### config.mk
export PLATFORM = sky130hd
export DESIGN_NAME = alu_issue_ctrl
export DESIGN_NICKNAME = d
export VERILOG_FILES = /design/src/rtl/alu_issue_ctrl_pkg.sv /design/src/rtl/alu_issue_ctrl.sv
export SDC_FILE = /design/constraint.sdc
export NUM_CORES = 1
export LEC_CHECK = 0
export CAP_MARGIN = 30
export CORE_MARGIN = 10
export CORE_UTILIZATION = 41
export CTS_BUF_LIST = sky130_fd_sc_hd__clkbuf_4 sky130_fd_sc_hd__clkbuf_8
export DETAILED_ROUTE_END_ITERATION = 8
export PLACE_DENSITY_LB_ADDON = 0.25
export SLEW_MARGIN = 25
export SYNTH_ARGS = -nofsm -noshare
export SYNTH_HDL_FRONTEND = slang
export SYNTH_SLANG_ARGS = --single-unit
### constraint.sdc
create_clock -name clk -period 2.1 [get_ports clk]
set_clock_uncertainty 0.15 [all_clocks]
set_input_delay 0.42 -clock clk [delete_from_list [all_inputs] [get_ports clk]]
set_output_delay 0.42 -clock clk [all_outputs]
set_load 0.01 [all_outputs]
### src/rtl/alu_issue_ctrl_pkg.sv
`default_nettype none
// ============================================================================
//  Module   : alu_issue_ctrl_pkg
//  Brief    : Shared definitions for the ALU issue controller. Holds the data
//             width, the ALU output-select codes shared with the ALU, the
//             opcode constants and the controller state encoding.
//  Revision : 1.0 - initial release
// ============================================================================
package alu_issue_ctrl_pkg;

  localparam int DATA_WIDTH = 8;

  // ALU output-select codes; any other value makes the ALU output zero
  localparam logic [5:0] ALU_NONE      = 6'b000000;
  localparam logic [5:0] ALU_COMPARER  = 6'b000001;
  localparam logic [5:0] ALU_JUMP_COND = 6'b000010;

  // Decoded opcodes; 2 and 3 are illegal
  localparam logic [1:0] OP_CMP = 2'd0;
  localparam logic [1:0] OP_JMP = 2'd1;

  typedef enum logic [1:0] {
    IDLE = 2'd0,
    READ = 2'd1,
    EXEC = 2'd2,
    WB   = 2'd3
  } state_t;

  // Map an opcode to the ALU output-select code driven during EXEC
  function automatic logic [5:0] op_to_sel(input logic [1:0] op);
    case (op)
      OP_CMP:  op_to_sel = ALU_COMPARER;
      OP_JMP:  op_to_sel = ALU_JUMP_COND;
      default: op_to_sel = ALU_NONE;
    endcase
  endfunction

endpackage
`default_nettype wire

### src/rtl/alu_issue_ctrl.sv
`default_nettype none
// ============================================================================
//  Module   : alu_issue_ctrl
//  Brief    : Issue-side controller for the core ALU. Takes one decoded
//             instruction per handshake, reads operands from the register
//             file, drives the ALU, captures its result and writes it back
//             to the register file (compare) or the program counter (jump).
//             Sequence IDLE -> READ -> EXEC -> WB, one instruction per four
//             cycles.
//  Options  : ALU_ISSUE_ZERO_REG_EN - register 0 reads as zero and a compare
//             targeting register 0 produces no write strobe.
//  Revision : 1.0 - initial release
// ============================================================================
module alu_issue_ctrl
  import alu_issue_ctrl_pkg::*;
#(
  parameter int DATA_WIDTH     = alu_issue_ctrl_pkg::DATA_WIDTH,
  parameter int REG_ADDR_WIDTH = 3
) (
  input  logic                      clk,
  input  logic                      rst_n,
  input  logic                      i_instr_valid,
  output logic                      o_instr_ready,
  input  logic [1:0]                i_opcode,
  input  logic [REG_ADDR_WIDTH-1:0] i_src0,
  input  logic [REG_ADDR_WIDTH-1:0] i_src1,
  input  logic [REG_ADDR_WIDTH-1:0] i_dst,
  input  logic [DATA_WIDTH-1:0]     i_direct_addr,
  input  logic [DATA_WIDTH-1:0]     i_program_addr,
  output logic [REG_ADDR_WIDTH-1:0] o_rf_raddr0,
  output logic [REG_ADDR_WIDTH-1:0] o_rf_raddr1,
  input  logic [DATA_WIDTH-1:0]     i_rf_rdata0,
  input  logic [DATA_WIDTH-1:0]     i_rf_rdata1,
  output logic [5:0]                o_unit_alu_output_en,
  output logic [DATA_WIDTH-1:0]     o_perand0,
  output logic [DATA_WIDTH-1:0]     o_perand1,
  output logic [DATA_WIDTH-1:0]     o_direct_addr,
  output logic [DATA_WIDTH-1:0]     o_program_addr,
  input  logic [DATA_WIDTH-1:0]     i_alu_output,
  output logic                      o_rf_we,
  output logic [REG_ADDR_WIDTH-1:0] o_rf_waddr,
  output logic [DATA_WIDTH-1:0]     o_rf_wdata,
  output logic                      o_pc_load,
  output logic [DATA_WIDTH-1:0]     o_pc_value,
  output logic                      o_illegal,
  output logic                      o_busy
);

  state_t                    r_state;
  state_t                    w_state_next;
  logic                      w_accept;
  logic                      w_cmp_we;
  logic [1:0]                r_opcode;
  logic [REG_ADDR_WIDTH-1:0] r_src0;
  logic [REG_ADDR_WIDTH-1:0] r_src1;
  logic [REG_ADDR_WIDTH-1:0] r_dst;
  logic [DATA_WIDTH-1:0]     r_direct_addr;
  logic [DATA_WIDTH-1:0]     r_program_addr;
  logic [DATA_WIDTH-1:0]     r_operand0;
  logic [DATA_WIDTH-1:0]     r_operand1;
  logic [DATA_WIDTH-1:0]     r_result;

  assign w_accept = i_instr_valid && (r_state == IDLE);

  // A compare writes back unless register 0 is hardwired and is the target
`ifdef ALU_ISSUE_ZERO_REG_EN
  assign w_cmp_we = (r_opcode == OP_CMP) && (r_dst != '0);
`else
  assign w_cmp_we = (r_opcode == OP_CMP);
`endif

  // State register; reset drops any in-flight instruction
  always_ff @(posedge clk or negedge rst_n) begin
    if (!rst_n) begin
      r_state <= IDLE;
    end else begin
      r_state <= w_state_next;
    end
  end

  // Next state and decoded outputs; strobes are only ever raised in WB
  always_comb begin
    w_state_next         = r_state;
    o_instr_ready        = 1'b0;
    o_unit_alu_output_en = ALU_NONE;
    o_rf_we              = 1'b0;
    o_pc_load            = 1'b0;
    o_illegal            = 1'b0;
    o_rf_raddr0          = r_src0;
    o_rf_raddr1          = r_src1;
    case (r_state)
      IDLE: begin
        o_instr_ready = 1'b1;
        // The register file reads synchronously, so the address must be
        // presented in the handshake cycle for data to arrive in READ
        o_rf_raddr0   = i_src0;
        o_rf_raddr1   = i_src1;
        if (w_accept) begin
          w_state_next = READ;
        end
      end
      READ: begin
        w_state_next = EXEC;
      end
      EXEC: begin
        o_unit_alu_output_en = op_to_sel(r_opcode);
        w_state_next         = WB;
      end
      WB: begin
        o_rf_we      = w_cmp_we;
        o_pc_load    = (r_opcode == OP_JMP);
        o_illegal    = (r_opcode != OP_CMP) && (r_opcode != OP_JMP);
        w_state_next = IDLE;
      end
      default: begin
        w_state_next = IDLE;
      end
    endcase
  end

  // Instruction fields, operands and ALU result latched as the sequence advances
  always_ff @(posedge clk or negedge rst_n) begin
    if (!rst_n) begin
      r_opcode       <= '0;
      r_src0         <= '0;
      r_src1         <= '0;
      r_dst          <= '0;
      r_direct_addr  <= '0;
      r_program_addr <= '0;
      r_operand0     <= '0;
      r_operand1     <= '0;
      r_result       <= '0;
    end else begin
      if (w_accept) begin
        r_opcode       <= i_opcode;
        r_src0         <= i_src0;
        r_src1         <= i_src1;
        r_dst          <= i_dst;
        r_direct_addr  <= i_direct_addr;
        r_program_addr <= i_program_addr;
      end
      if (r_state == READ) begin
`ifdef ALU_ISSUE_ZERO_REG_EN
        r_operand0 <= (r_src0 == '0) ? '0 : i_rf_rdata0;
        r_operand1 <= (r_src1 == '0) ? '0 : i_rf_rdata1;
`else
        r_operand0 <= i_rf_rdata0;
        r_operand1 <= i_rf_rdata1;
`endif
      end
      if (r_state == EXEC) begin
        r_result <= i_alu_output;
      end
    end
  end

  assign o_perand0      = r_operand0;
  assign o_perand1      = r_operand1;
  assign o_direct_addr  = r_direct_addr;
  assign o_program_addr = r_program_addr;
  assign o_rf_waddr     = r_dst;
  assign o_rf_wdata     = r_result;
  assign o_pc_value     = r_result;
  assign o_busy         = (r_state != IDLE);

endmodule
`default_nettype wire

==> results.md, run 1 <==
* Post-synth top area share at 0.563
* Worst path top cell family by delay: buffers and inverters
* Pins Over Slew Limit at 0
* Detail Placement HPWL at 4650 µm
* CP required at 1.53 ns
* Static Leak at 0.00165 µW
* Reg area at 1330 µm²
* Top cells by count, synth: dfrtp_1, mux2_2, mux2_4
* Reg2reg end: r_src0[1]
* CTS tree: done
* Setup WS post-layout at 0.0711 ns
* Worst-Skew Late Latency at 0.29 ns
* Hold crit path type: register to register
* GRT Residual Overflow at 0
* Gr usage total at 0.122
* Avg Synthesized Cell Area at 16.0 µm²
* Tcrit/Tclk final at 0.966
* Die Area at 9180 µm²
* Largest net degree at the start of global routing at 54
* EDFF count, synth at 0
* Detailed Route Iter0 Violations at 20
* Routed WL at a little under 6000 µm
* Nature of the critical path startpoint: register
* Worst-path cell chain: inv_2 > buf_4 > ha_2 > inv_1 > dlygate4sd2_1
* Port Buffer Count at about 120
* Critical Path End: o_busy
* # setup viols final at 0
* Setup TNS at 0 ns
* Worst-path clk slew at 0.09 ns
* Final min period at 2.03 ns
* Most common cell in the netlist: dfrtp_1
* Die H at 95.8 µm
* Max-Cap Viols at 0
* Drt first pass iters at 4
* Crit Path Max Fanout at 3
* Top_reg_cell synth: dfrtp_1
* Data arrival time of the critical path at 1.46 ns
* Max IR drop VDD at 0.000737 V
* WL/cell at 16.9 µm
* Status: finished clean
* Die W at about 96 µm
* Area Overhead vs Synth at 56.6%
* Unrepaired setup endpoints after global routing: true
* Hold Slack at 0.359 ns
* Tot Pwr at 5580 µW
* Top Ports at 122
* Critical path startpoint: r_state[0]
* Fmax achieved at ~490 MHz
* Slowest stage delay, CP at around 0.4 ns
* Num CTS Buffers at 5
* Setup slack, reg-to-reg at 0.40 ns
* Synth Register Bits at 53
* Vias in the first global route at 1,676
* Vias per inst at roughly 4.5
* Final GP Congestion at roughly 0.68
* Sequential cell area fraction in the yosys report at 0.563
* Distinct cell type count after synthesis at 16
* Area contributors post-synth: dfrtp_1, mux2_2, mux2_4
* TritonCTS Sinks at 53
* Filler Cell Count at 427
* PwrDens at between 1500 and 2000 nW/µm²
* Async set-reset flop share out of synthesis at 1.00
* Worst reg2reg path startpoint: r_state[0]
* Yosys top cell by area: dfrtp_1
* Initial antenna violation count at 0
* Final Hold Vio Count at 0
* Post-Syn Instances at 147
* Total Nets Final at 327
* CTS root buffer: clkbuf_8
* Worst path buffer plus inverter count at 4
* Critical path depth in cells at 5
* Synthesized area at approximately 2400 µm²
* Initial core utilization at 0.425
* Synth warn at 0
* Core area at 5540 µm²
* Final Util at 0.666
* Routed Antenna Nets at 0
* CP Capture Type: output port
* Number of antenna diodes at 0
* First-pass GRT wire length at 8760 µm
* Worst slack at placement at -0.127 ns
* # rows at 27
* Via count at 1,544
* Reg2Reg Depth at 6
* Highest-delay cell along the critical path: dfrtp_1
* Layout cells sized above 1 at 0.357
* Crit path kind: register to output port
* Max H-tree Level at 2
* Clock Path Buffers at 2
* Multi-input gate area at 913 µm²
* # DRC at 0
## registers in the layout (all words and copies together) (netlist names)
register	cells
o_direct_addr	8
o_pc_value	8
o_perand0	8
o_perand1	8
o_program_addr	8
o_rf_waddr	3
r_opcode	2
r_src0	3
r_src1	3
r_state	2
## cell type report
| class | instances | area share |
|---|---|---|
| Timing Repair Buffer | 129 | 0.340 |
| Clock inverter | 2 | 0.00373 |
| Clock buffer | 6 | 0.0224 |
| Sequential cell | 53 | 0.359 |
| Inverter | 3 | 0.00305 |
| Multi-Input combinational cell | 76 | 0.247 |
| Tap cell | 72 | 0.0244 |
## worst min-delay path by stage
stage                      startpoint  cells after the start           endpoint
finish              o_program_addr[2]                      1  o_program_addr[2]
global route             o_perand0[5]                      1       o_perand0[5]
CTS                 o_program_addr[2]                      1  o_program_addr[2]
detailed placement              rst_n                      2  o_program_addr[4]
global placement                rst_n                      2  o_program_addr[4]
floorplan                       rst_n                      0   o_direct_addr[0]
## cell usage in the layout (no fill, tap or decap), drive strengths merged
| cell type | count |
|---|---|
| and2 | 1 |
| clkdlybuf4s15 | 2 |
| clkinv | 2 |
| inv | 3 |
| ha | 5 |
| mux2 | 58 |
| dfrtp | 53 |
| nor2 | 1 |
| and3b | 2 |
| mux2i | 1 |
| dlygate4sd2 | 3 |
| conb | 4 |
| nor3b | 2 |
| nand2 | 1 |
| clkdlybuf4s50 | 103 |
| buf | 19 |
| and2b | 1 |
| dlygate4sd3 | 1 |
| clkbuf | 7 |
## power by group
part / internal, µW / switching [µW] / leakage, µW / total [µW]
Combinational: 2000 / 1130 / 0.000972 / 3140
Clock: 268 / 322 / 0.0000512 / 589
Sequential: 1550 / 305 / 0.000622 / 1860
Total: 3830 / 1760 / 0.00165 / 5580
## logic make-up after synthesis
| family | count (synthesis) | synth area share |
|---|---|---|
| buf+inv | 21 | 0.0695 |
| flops | 53 | 0.563 |
| other cells | 1 | 0.00159 |
| simple gates | 8 | 0.0265 |
| mux | 59 | 0.313 |
| fa+ha+maj | 5 | 0.0265 |
## timing repair
item / 4_1_cts / 5_1_grt
setup endpoints to repair: 13 / 7
endpoints found under the hold margin: 53 / 0
hold buffers: 1 / 0
pin swaps: 1 / 1
setup buffers: 1 / 0
resized for setup: 40 / 9
gates cloned: 0 / 0
## stage by stage
step           cells  cell area [µm²]
2_1_floorplan    150             2370
4_1_cts          341             3690
3_5_place_dp     331             3580
5_1_grt          341             3690
6_report         341             3690
3_3_place_gp     331             3580
## layer usage
metal  part of all wire  vias up  global-route usage
met4              0.010        0              0.0332
met5                  0        -                   0
met3               0.11        5              0.0669
met1               0.41      739               0.139
met2               0.47       69               0.196
li1                   -      731                   -
Note: power is estimated with default switching activity, not from simulation.
==> inputs of run 2 (changes only) <==
--- a/config.mk
+++ b/config.mk
@@ -6,10 +6,12 @@
 export NUM_CORES = 1
 export LEC_CHECK = 0
 export CAP_MARGIN = 30
+export CORE_ASPECT_RATIO = 0.7
 export CORE_MARGIN = 10
 export CORE_UTILIZATION = 41
 export CTS_BUF_LIST = sky130_fd_sc_hd__clkbuf_4 sky130_fd_sc_hd__clkbuf_8
 export DETAILED_ROUTE_END_ITERATION = 8
+export GPL_ROUTABILITY_DRIVEN = 0
 export PLACE_DENSITY_LB_ADDON = 0.25
 export SLEW_MARGIN = 25
 export SYNTH_ARGS = -nofsm -noshare
==> run 2 against run 1 <==
Maximum frequency is 0.40% lower. Count of clock-buffer cells in the layout is 1 higher. Non-clock buffer count stayed put. Routed wire length is 3.1% higher. Register-to-register slack worse by 0.14 ns. Sequential power hardly changed. Clock power is 6.3% higher. Critical path depth stayed put. Utilization is 0.63 points lower. Combinational power is 4% higher. Setup slack worse by 0.0081 ns. Critical endpoint is now o_rf_raddr0[0].
==> results.md, run 2 (synthesis gave the netlist of run 1 again) <==
* Worst path buffer plus inverter count at 3
* Detailed Route Iter0 Violations at 43
* Max-Cap Viols at 0
* CP required at approximately 1.5 ns
* Die H at between 80 and 90 µm
* Clock Path Buffers at 2
* Worst-Skew Late Latency at 0.30 ns
* Worst reg2reg path startpoint: r_state[0]
* Worst-path cell chain: inv_2 > ha_4 > buf_6 > mux2_4 > buf_6
* # rows at 23
* Status: finished clean
* Initial core utilization at 0.418
* Highest-delay cell along the critical path: dfrtp_1
* Hold crit path type: register to register
* Die Area at 9230 µm²
* Worst path top cell family by delay: flip-flops
* DR WL met3 at 607 µm
* Unrepaired setup endpoints after global routing: true
* Vias in the first global route at between 1,500 and 2,000
* WL/cell at 17.3 µm
* Final Hold Vio Count at 0
* Placed cells at between 300 and 400
* CTS tree: done
* Largest net degree at the start of global routing at between 50 and 60
* Core area at 5640 µm²
* Static Leak at ~0.0017 µW
* Drt first pass iters at 2
* Initial antenna violation count at 0
* First-pass GRT wire length at slightly below 10,000 µm
* DR top layer: met4
* Most common cell after layout, fill and taps aside: clkdlybuf4s50_1
* Pins Over Slew Limit at 0
* GRT Residual Overflow at 0
* Commonest cells after routing, fill and taps aside: clkdlybuf4s50_1, dfrtp_1, mux2_2
* Worst-path clk slew at 0.09 ns
* Layout cells sized above 1 at 0.353
* Data arrival time of the critical path at 1.47 ns
* Crit path kind: register to output port
* # setup viols final at 0
* Slowest stage delay, CP at 0.39 ns
* CTS root buffer: clkbuf_8
* Num CTS Buffers at 5
* Final min period at approximately 2.0 ns
* PwrDens at roughly 1600 nW/µm²
* Most frequent CP cell: buf_6
* Total Nets Final at 327
* Detail Placement HPWL at 4570 µm
* # DRC at 0
* Max IR drop VDD at 0.000835 V
* Routed WL at 5940 µm
* Top Ports at ~120
* Critical path startpoint: r_state[0]
* Tcrit/Tclk final at 0.970
* Routed Antenna Nets at 0
* Hold Slack at about 0.36 ns
* Die W at 111 µm
* Vias per inst at 4.49
* Nature of the critical path startpoint: register
* Fmax achieved at 491 MHz
* Filler Cell Count at 426
* Met1 wire length at 2650 µm
* Port Buffer Count at 117
* Area Overhead vs Synth at 57.9%
* Metal2 WL at 2610 µm
* Number of antenna diodes at 0
* TritonCTS Sinks at 53
* Max H-tree Level at 2
* Gr usage total at 0.128
* Crit Path Max Fanout at 3
* Finished Layout Cells at 344
* Via count at 1,545
* Hold Crit Start: o_program_addr[5]
* CP Capture Type: output port
==> run 2: worst paths after layout <==
kind	to	slack, ns	depth (start not counted)
max	o_rf_raddr0[0]	0.06	5
min	o_program_addr[5]	0.36	1
max reg2reg	o_program_addr[2]	0.26	5
min reg2reg	o_program_addr[5]	0.36	1
max in group asynchronous	r_state[0]	1.09	3
min in group asynchronous	o_pc_value[1]	0.48	3
==> run 2: routing by layer <==
metal,up-vias,global-route usage
li1,730,-
met1,733,0.157
met2,72,0.190
met3,10,0.0675
met4,0,0.0389
met5,-,0
==> run 2: layout make-up <==
type                    count  area [µm²]  area share
flip-flops and latches     53        1330       0.356
repair buffers            129        1270       0.340
multi-input cells          76         923       0.248
clock buffers               7        96.3      0.0259
well taps                  75        93.8      0.0252
inverters                   3        11.3     0.00303
clock inverters             1        5.00     0.00134
==> run 2: what timing repair did <==
action	CTS	global route
hold buffers	1	0
endpoints found under the hold margin	53	0
gates cloned	0	0
endpoints found under the setup margin	13	11
pin swaps	1	1
buffers inserted	0	0
gates resized for setup	49	11
==> run 2: per-stage QoR <==
stage / power (µW) / util / setup TNS [ns] / cell area (µm²) / setup WS, ns
2_1_floorplan: 3490 / - / 0 / 2370 / 0.276
3_3_place_gp: 5060 / 0.633 / -0.283 / 3570 / -0.0500
3_5_place_dp: 5110 / 0.633 / -0.366 / 3570 / -0.0668
4_1_cts: 5810 / 0.656 / -0.124 / 3700 / -0.0354
5_1_grt: 6130 / 0.660 / 0 / 3720 / 0.00370
6_report: 5770 / 0.660 / 0 / 3720 / 0.0630
==> run 2: report_power, final <==
part	switching, µW	internal, µW	leakage, µW
clock network	328	299	0.0000542
logic	1160	2120	0.00100
registers	310	1550	0.000622
total	1800	3970	0.00168
==> RTL edit 1, RTL diff (flow settings as in run 2) <==
Set the parameter `REG_ADDR_WIDTH` to 4 (it was 3).
--- a/src/rtl/alu_issue_ctrl.sv
+++ b/src/rtl/alu_issue_ctrl.sv
@@ -16,5 +16,5 @@
 #(
   parameter int DATA_WIDTH     = alu_issue_ctrl_pkg::DATA_WIDTH,
-  parameter int REG_ADDR_WIDTH = 3
+  parameter int REG_ADDR_WIDTH = 4
 ) (
   input  logic                      clk,
Ports: changed (6 resized); port bits go from 122 to 128. No check against the original RTL was run, so the function may have changed too.
==> RTL edit 1 against run 2 <==
The flow now finishes with violations (setup timing). Maximum frequency is 3.2% lower. First-iteration DRC count is 4.7% lower. Sequential cell count is 3 higher. Hold slack better by 5.6 ps. Cell area is 7.4% higher. Worst setup slack worse by 68 ps. Register-to-register slack better by 70 ps. Routed wire length is 11% higher. Utilization is 2.1 points higher. Total power is 7.8% higher. Non-clock buffer count is 8 higher. Area after synthesis is 8.1% higher. Critical path type unchanged. Critical endpoint is now o_rf_raddr1[3]. Largest power group unchanged.
==> RTL edit 1: results (changes against run 2) <==
The run finished, with violations left. The checks that failed: setup timing. The tools report the sequential-to-total area share from yosys stat as 0.550 (was 0.563). The worst-path maximum fanout is 7 (was 3), and the largest voltage drop on the vdd net is 0.000782 V (was 0.000835 V). The final-stage net count was 348 (was 327); the number of inserted filler cells in the final layout was 439 (was 426). The number of endpoints failing setup at the final stage was 3 (was 0); the ratio of cells with drive above 1 in the final layout was 0.364 (was 0.353). The tools report the clock latency reported for the late side of the worst-skew pair as 300 ps (about the same). The tools report the worst endpoint data arrival time as 1530 ps (was 1470 ps).

The ratio of routed vias to standard cells came out at 4.63 (was 4.49). The tools report the wire length of the first global-routing pass as 10100 um (was 9710 um). The tools report the final worst-path setup slack as -4.55 ps (was 63.0 ps). The setup slack on the worst flop-to-flop path was 330 ps (was 260 ps). The tools report the routed wire length as 6600 um (was 5940 um). The leakage power is 1.84 nW (was 1.68 nW). The logs give 0.127 (was 0.128) for the global-route usage over all layers and 0.00195 W (was 0.00180 W) for the switching power total.

The detailed-placement wirelength estimate came out at 5060 um (was 4570 um). For the number of design-rule violations left by the first detailed-router iteration, the log shows 41 (was 43). The delay of the slowest critical-path stage is 400 ps, and the number of buffers added by the clock tree synthesis step is 5 (unchanged). The via count of the first global-routing pass was 1867 (was 1726); the number of buffers inserted by port buffering was 123 (was 117).

The pin count of the biggest net entering global routing is 57 (was 54). Commonest cells post-synth: dfrtp_1 (56), mux2_4 (33), mux2_2 (30) (was dfrtp_1 (53), mux2_2 (38), mux2_4 (20)). Largest cells by area after synthesis: dfrtp_1 (55%), mux2_4 (19%), mux2_2 (13%) (was dfrtp_1 (56%), mux2_2 (18%), mux2_4 (13%)). The routed length per instance came out at 18.3 um (was 17.3 um). The synthesized netlist cell count was 157 (was 147). Cell area after placement: 3840 sq um (was 3570 sq um).
[RTL edit 1: final timing paths]
path,end,cells past startpoint,from
setup / recovery,o_rf_raddr1[3],5,r_state[0]$_DFFE_PN0P_
hold / removal,o_program_addr[4]$_DFFE_PN0P_,1,o_program_addr[4]$_DFFE_PN0P_
setup reg to reg,o_rf_waddr[2]$_DFFE_PN0P_,6,r_state[0]$_DFFE_PN0P_
hold reg to reg,o_program_addr[4]$_DFFE_PN0P_,1,o_program_addr[4]$_DFFE_PN0P_
max in group asynchronous,o_pc_value[7]$_DFFE_PN0N_,3,rst_n
min in group asynchronous,o_program_addr[4]$_DFFE_PN0P_,3,rst_n
[RTL edit 1: power by group through the flow]
stage / clock [W] / combinational (W) / sequential (W)
2_1_floorplan: 0 / 0.00164 / 0.00216
3_3_place_gp: 0 / 0.00351 / 0.00196
3_5_place_dp: 0 / 0.00356 / 0.00198
4_1_cts: 0.000624 / 0.00355 / 0.00198
5_1_grt: 0.000662 / 0.00389 / 0.00206
6_report: 0.000603 / 0.00364 / 0.00198
[RTL edit 1: worst max-delay path: cells and delay by family (launching register included)]
family,cells,cell delay [ps]
flops,1,400
buf+inv,3,330
mux,1,300
fa+ha+maj,1,200
[RTL edit 1: per-stage QoR]
stage | TNS [ps] | util | hold WS, ps | worst slack [ps] | total power [W]
2_1_floorplan | 0 | - | -25.6 | 223 | 0.00380
3_3_place_gp | -441 | 0.654 | 291 | -70.8 | 0.00548
3_5_place_dp | -555 | 0.654 | 291 | -87.2 | 0.00554
4_1_cts | -313 | 0.674 | 367 | -80.9 | 0.00615
5_1_grt | -326 | 0.681 | 385 | -62.1 | 0.00661
6_report | -10.1 | 0.681 | 366 | -4.55 | 0.00622
[RTL edit 1: cells by family (layout without fill, tap and decap cells)]
family / after synthesis / after routing / share of synthesized area
mux: 64 / 64 / 0.331
flops: 56 / 56 / 0.550
other cells: 1 / 4 / 0.00147
fa+ha+maj: 6 / 6 / 0.0295
simple gates: 8 / 8 / 0.0226
buf+inv: 22 / 148 / 0.0658
[RTL edit 1: per-layer routing]
metal	track usage	vias to the layer above	wire [um]
met4	0.0272	0	19
met1	0.155	817	2900
met2	0.197	75	2950
li1	-	779	-
met3	0.0626	2	736
met5	0	-	0
[RTL edit 1: what timing repair did]
action	4_1_cts	5_1_grt
hold buffers	1	0
endpoints found under the setup margin	15	14
buffers inserted	3	2
endpoints found under the hold margin	56	0
resized for setup	50	22
pin swaps	1	1
[RTL edit 1: layout make-up]
cell class / instances / share of cell area
flip-flops and latches: 56 / 0.350
repair buffers: 137 / 0.342
multi-input cells: 82 / 0.258
well taps: 75 / 0.0235
clock buffers: 6 / 0.0207
inverters: 3 / 0.00282
clock inverters: 2 / 0.00250
==> RTL edit 2, RTL diff (config.mk and constraints of run 2) <==
Without the edit above. Reset style: synchronous (`rst_n`), changed in 2 clocked blocks.
--- a/src/rtl/alu_issue_ctrl.sv
+++ b/src/rtl/alu_issue_ctrl.sv
@@ -71,5 +71,5 @@
 
   // State register; reset drops any in-flight instruction
-  always_ff @(posedge clk or negedge rst_n) begin
+  always_ff @(posedge clk) begin
     if (!rst_n) begin
       r_state <= IDLE;
@@ -120,5 +120,5 @@
 
   // Instruction fields, operands and ALU result latched as the sequence advances
-  always_ff @(posedge clk or negedge rst_n) begin
+  always_ff @(posedge clk) begin
     if (!rst_n) begin
       r_opcode       <= '0;
Function: differs if rst_n is asserted again (counterexample within 4 cycles, from zero or initial values and one cycle with rst_n low); with rst_n held inactive, the same outputs for 10 cycles.
==> RTL edit 2 against run 2 <==
Worst setup slack improved by 40 ps. Area after synthesis fell by 4.3%. Total power fell by 37%. Routed wire length rose by 5.0%. Maximum frequency rose by 2.0%. Global-route usage rose by 1.4 points. Sequential cell count did not move. Combinational power fell by 47%. Cell area fell by 4.3%. Critical path depth fell by 1. Clock power fell by 7.7%. Cell count rose by 24%. Largest cell class is now non-clock buffers.
==> RTL edit 2: results (changes against run 2) <==
The tools report the end of the worst register-to-register path as r_opcode[1]$_SDFFE_PN0P_ (was o_program_addr[2]$_DFFE_PN0P_). Largest cells by area after synthesis: dfxtp_1 (47%), mux2i_1 (11%), nand2_1 (9.3%) (was dfrtp_1 (56%), mux2_2 (18%), mux2_4 (13%)). Destination of the critical timing path: o_pc_load (was o_rf_raddr0[0]).

Commonest cells post-synth: nand2_1 (56), dfxtp_1 (53), mux2i_1 (25), nor2b_1 (25), a21boi_1 (20) (was dfrtp_1 (53), mux2_2 (38), mux2_4 (20)). Cell family with the largest share of critical-path delay: buffers and inverters (was flip-flops). The worst min-delay path endpoint was o_direct_addr[7]$_SDFFE_PN0P_ (was o_program_addr[5]$_DFFE_PN0P_). The via count of the first global-routing pass was 1942 (was 1726). The run gives 1430 ps (was 1470 ps) as the worst endpoint data arrival time.

The logs give 425 (was 344) for the count of placed standard cells in the final layout, fillers left out and 27 (was 49) for the post-cts gate resize count. The logic depth of the worst register-to-register path is 7 (was 5). For the first-pass iteration count of the detailed router, the log shows 4 (was 2). The number of antenna violations at the first check in global routing is 0 (unchanged).

The met1 global-route usage is 0.168 (was 0.157). The logs give 0.142 (was 0.128) for the global-route usage over all layers and -93.5 ps (was -66.8 ps) for the worst setup timing slack at the placement stage. The worst setup path startpoint was r_state[0]$_SDFFE_PN0P_ (was r_state[0]$_DFFE_PN0P_). The tools report the internal cell power as 0.00245 W (was 0.00397 W). The time the worst path needs with I/O delays and setup is 2000 ps (was 2040 ps).

The mean instance size in the synthesized netlist was 9.56 sq um (was 16.0 sq um); the met3 track demand over resource was 0.0719 (was 0.0675). The setup slack on the worst flop-to-flop path is 440 ps (was 260 ps), and the number of design-rule violations left by the first detailed-router iteration is 30 (was 43). The count of cell types in the netlist is 19 (was 16). The logs give 290 ps for the clock latency reported for the late side of the worst-skew pair and 3 (was 0) for the number of buffers inserted to repair setup after CTS.

The flow ran to the end, and the final reports show no timing, DRC or antenna violations. The tools report the detailed-placement wirelength estimate as 4850 um (was 4570 um). The leakage power was 1.40 nW (was 1.68 nW). The met2 demand-to-capacity share in global routing is 0.224 (was 0.190), and the worst hold path cell count is 2 (was 1). The primary flip-flop cell chosen by synthesis mapping is dfxtp_1 (was dfrtp_1). The ratio of routed vias to standard cells was 4.53 (was 4.49); the ratio of cells with drive above 1 in the final layout was 0.119 (was 0.353). The share of flip-flops with an asynchronous set or reset after synthesis was 0 (was 1.00). The wire length of the first global-routing pass is 10000 um (was 9710 um), and the delay of the slowest critical-path stage is 330 ps (was 390 ps). The source of the worst hold timing path is o_direct_addr[7]$_SDFFE_PN0P_ (was o_program_addr[5]$_DFFE_PN0P_). Number of buffers added by the clock tree synthesis step: 5 (unchanged).
-- RTL edit 2: cell count changes in the layout (fill, tap and decap cells not counted), sizes merged, moves of 2 or more --
cell / run 2 / this run
dfxtp: 0 / 53
dfrtp: 53 / 0
a21boi: 0 / 27
mux2i: 1 / 25
nor2b: 0 / 25
mux2: 58 / 6
clkbuf: 9 / 11
nand2: 1 / 56
-- RTL edit 2: through the flow --
step,hold slack (ps),cell area (sq um)
6_report,305,3560
3_5_place_dp,297,3470
3_3_place_gp,290,3470
4_1_cts,309,3590
2_1_floorplan,283,2270
5_1_grt,324,3560
-- RTL edit 2: power by group through the flow --
stage	clock [W]	sequential, W	combinational, W
2_1_floorplan	0	0.00141	0.000860
3_3_place_gp	0	0.00133	0.00175
3_5_place_dp	0	0.00134	0.00178
4_1_cts	0.000600	0.00132	0.00180
5_1_grt	0.000649	0.00135	0.00192
6_report	0.000578	0.00132	0.00174
-- RTL edit 2: kinds of logic after synthesis --
| family | count (synthesis) | share of synthesized area |
|---|---|---|
| flops | 53 | 0.470 |
| buf+inv | 29 | 0.0782 |
| fa+ha+maj | 5 | 0.0277 |
| mux | 31 | 0.141 |
| other cells | 1 | 0.00166 |
| compound gates | 28 | 0.0943 |
| simple gates | 89 | 0.187 |
-- RTL edit 2: cell type report --
cell class / instances / area, sq um / area share
Timing Repair Buffer: 133 / 1260 / 0.354
Multi-Input combinational cell: 157 / 1040 / 0.293
Inverter: 3 / 11.3 / 0.00316
Clock buffer: 7 / 90.1 / 0.0253
Sequential cell: 53 / 1060 / 0.299
Tap cell: 72 / 90.1 / 0.0253
-- RTL edit 2: per-layer routing --
layer,routed length (um),vias up,share of wire
met5,0,-,0
met4,59,0,0.0095
met1,2710,861,0.43
li1,-,976,-
met3,722,8,0.12
met2,2750,80,0.44
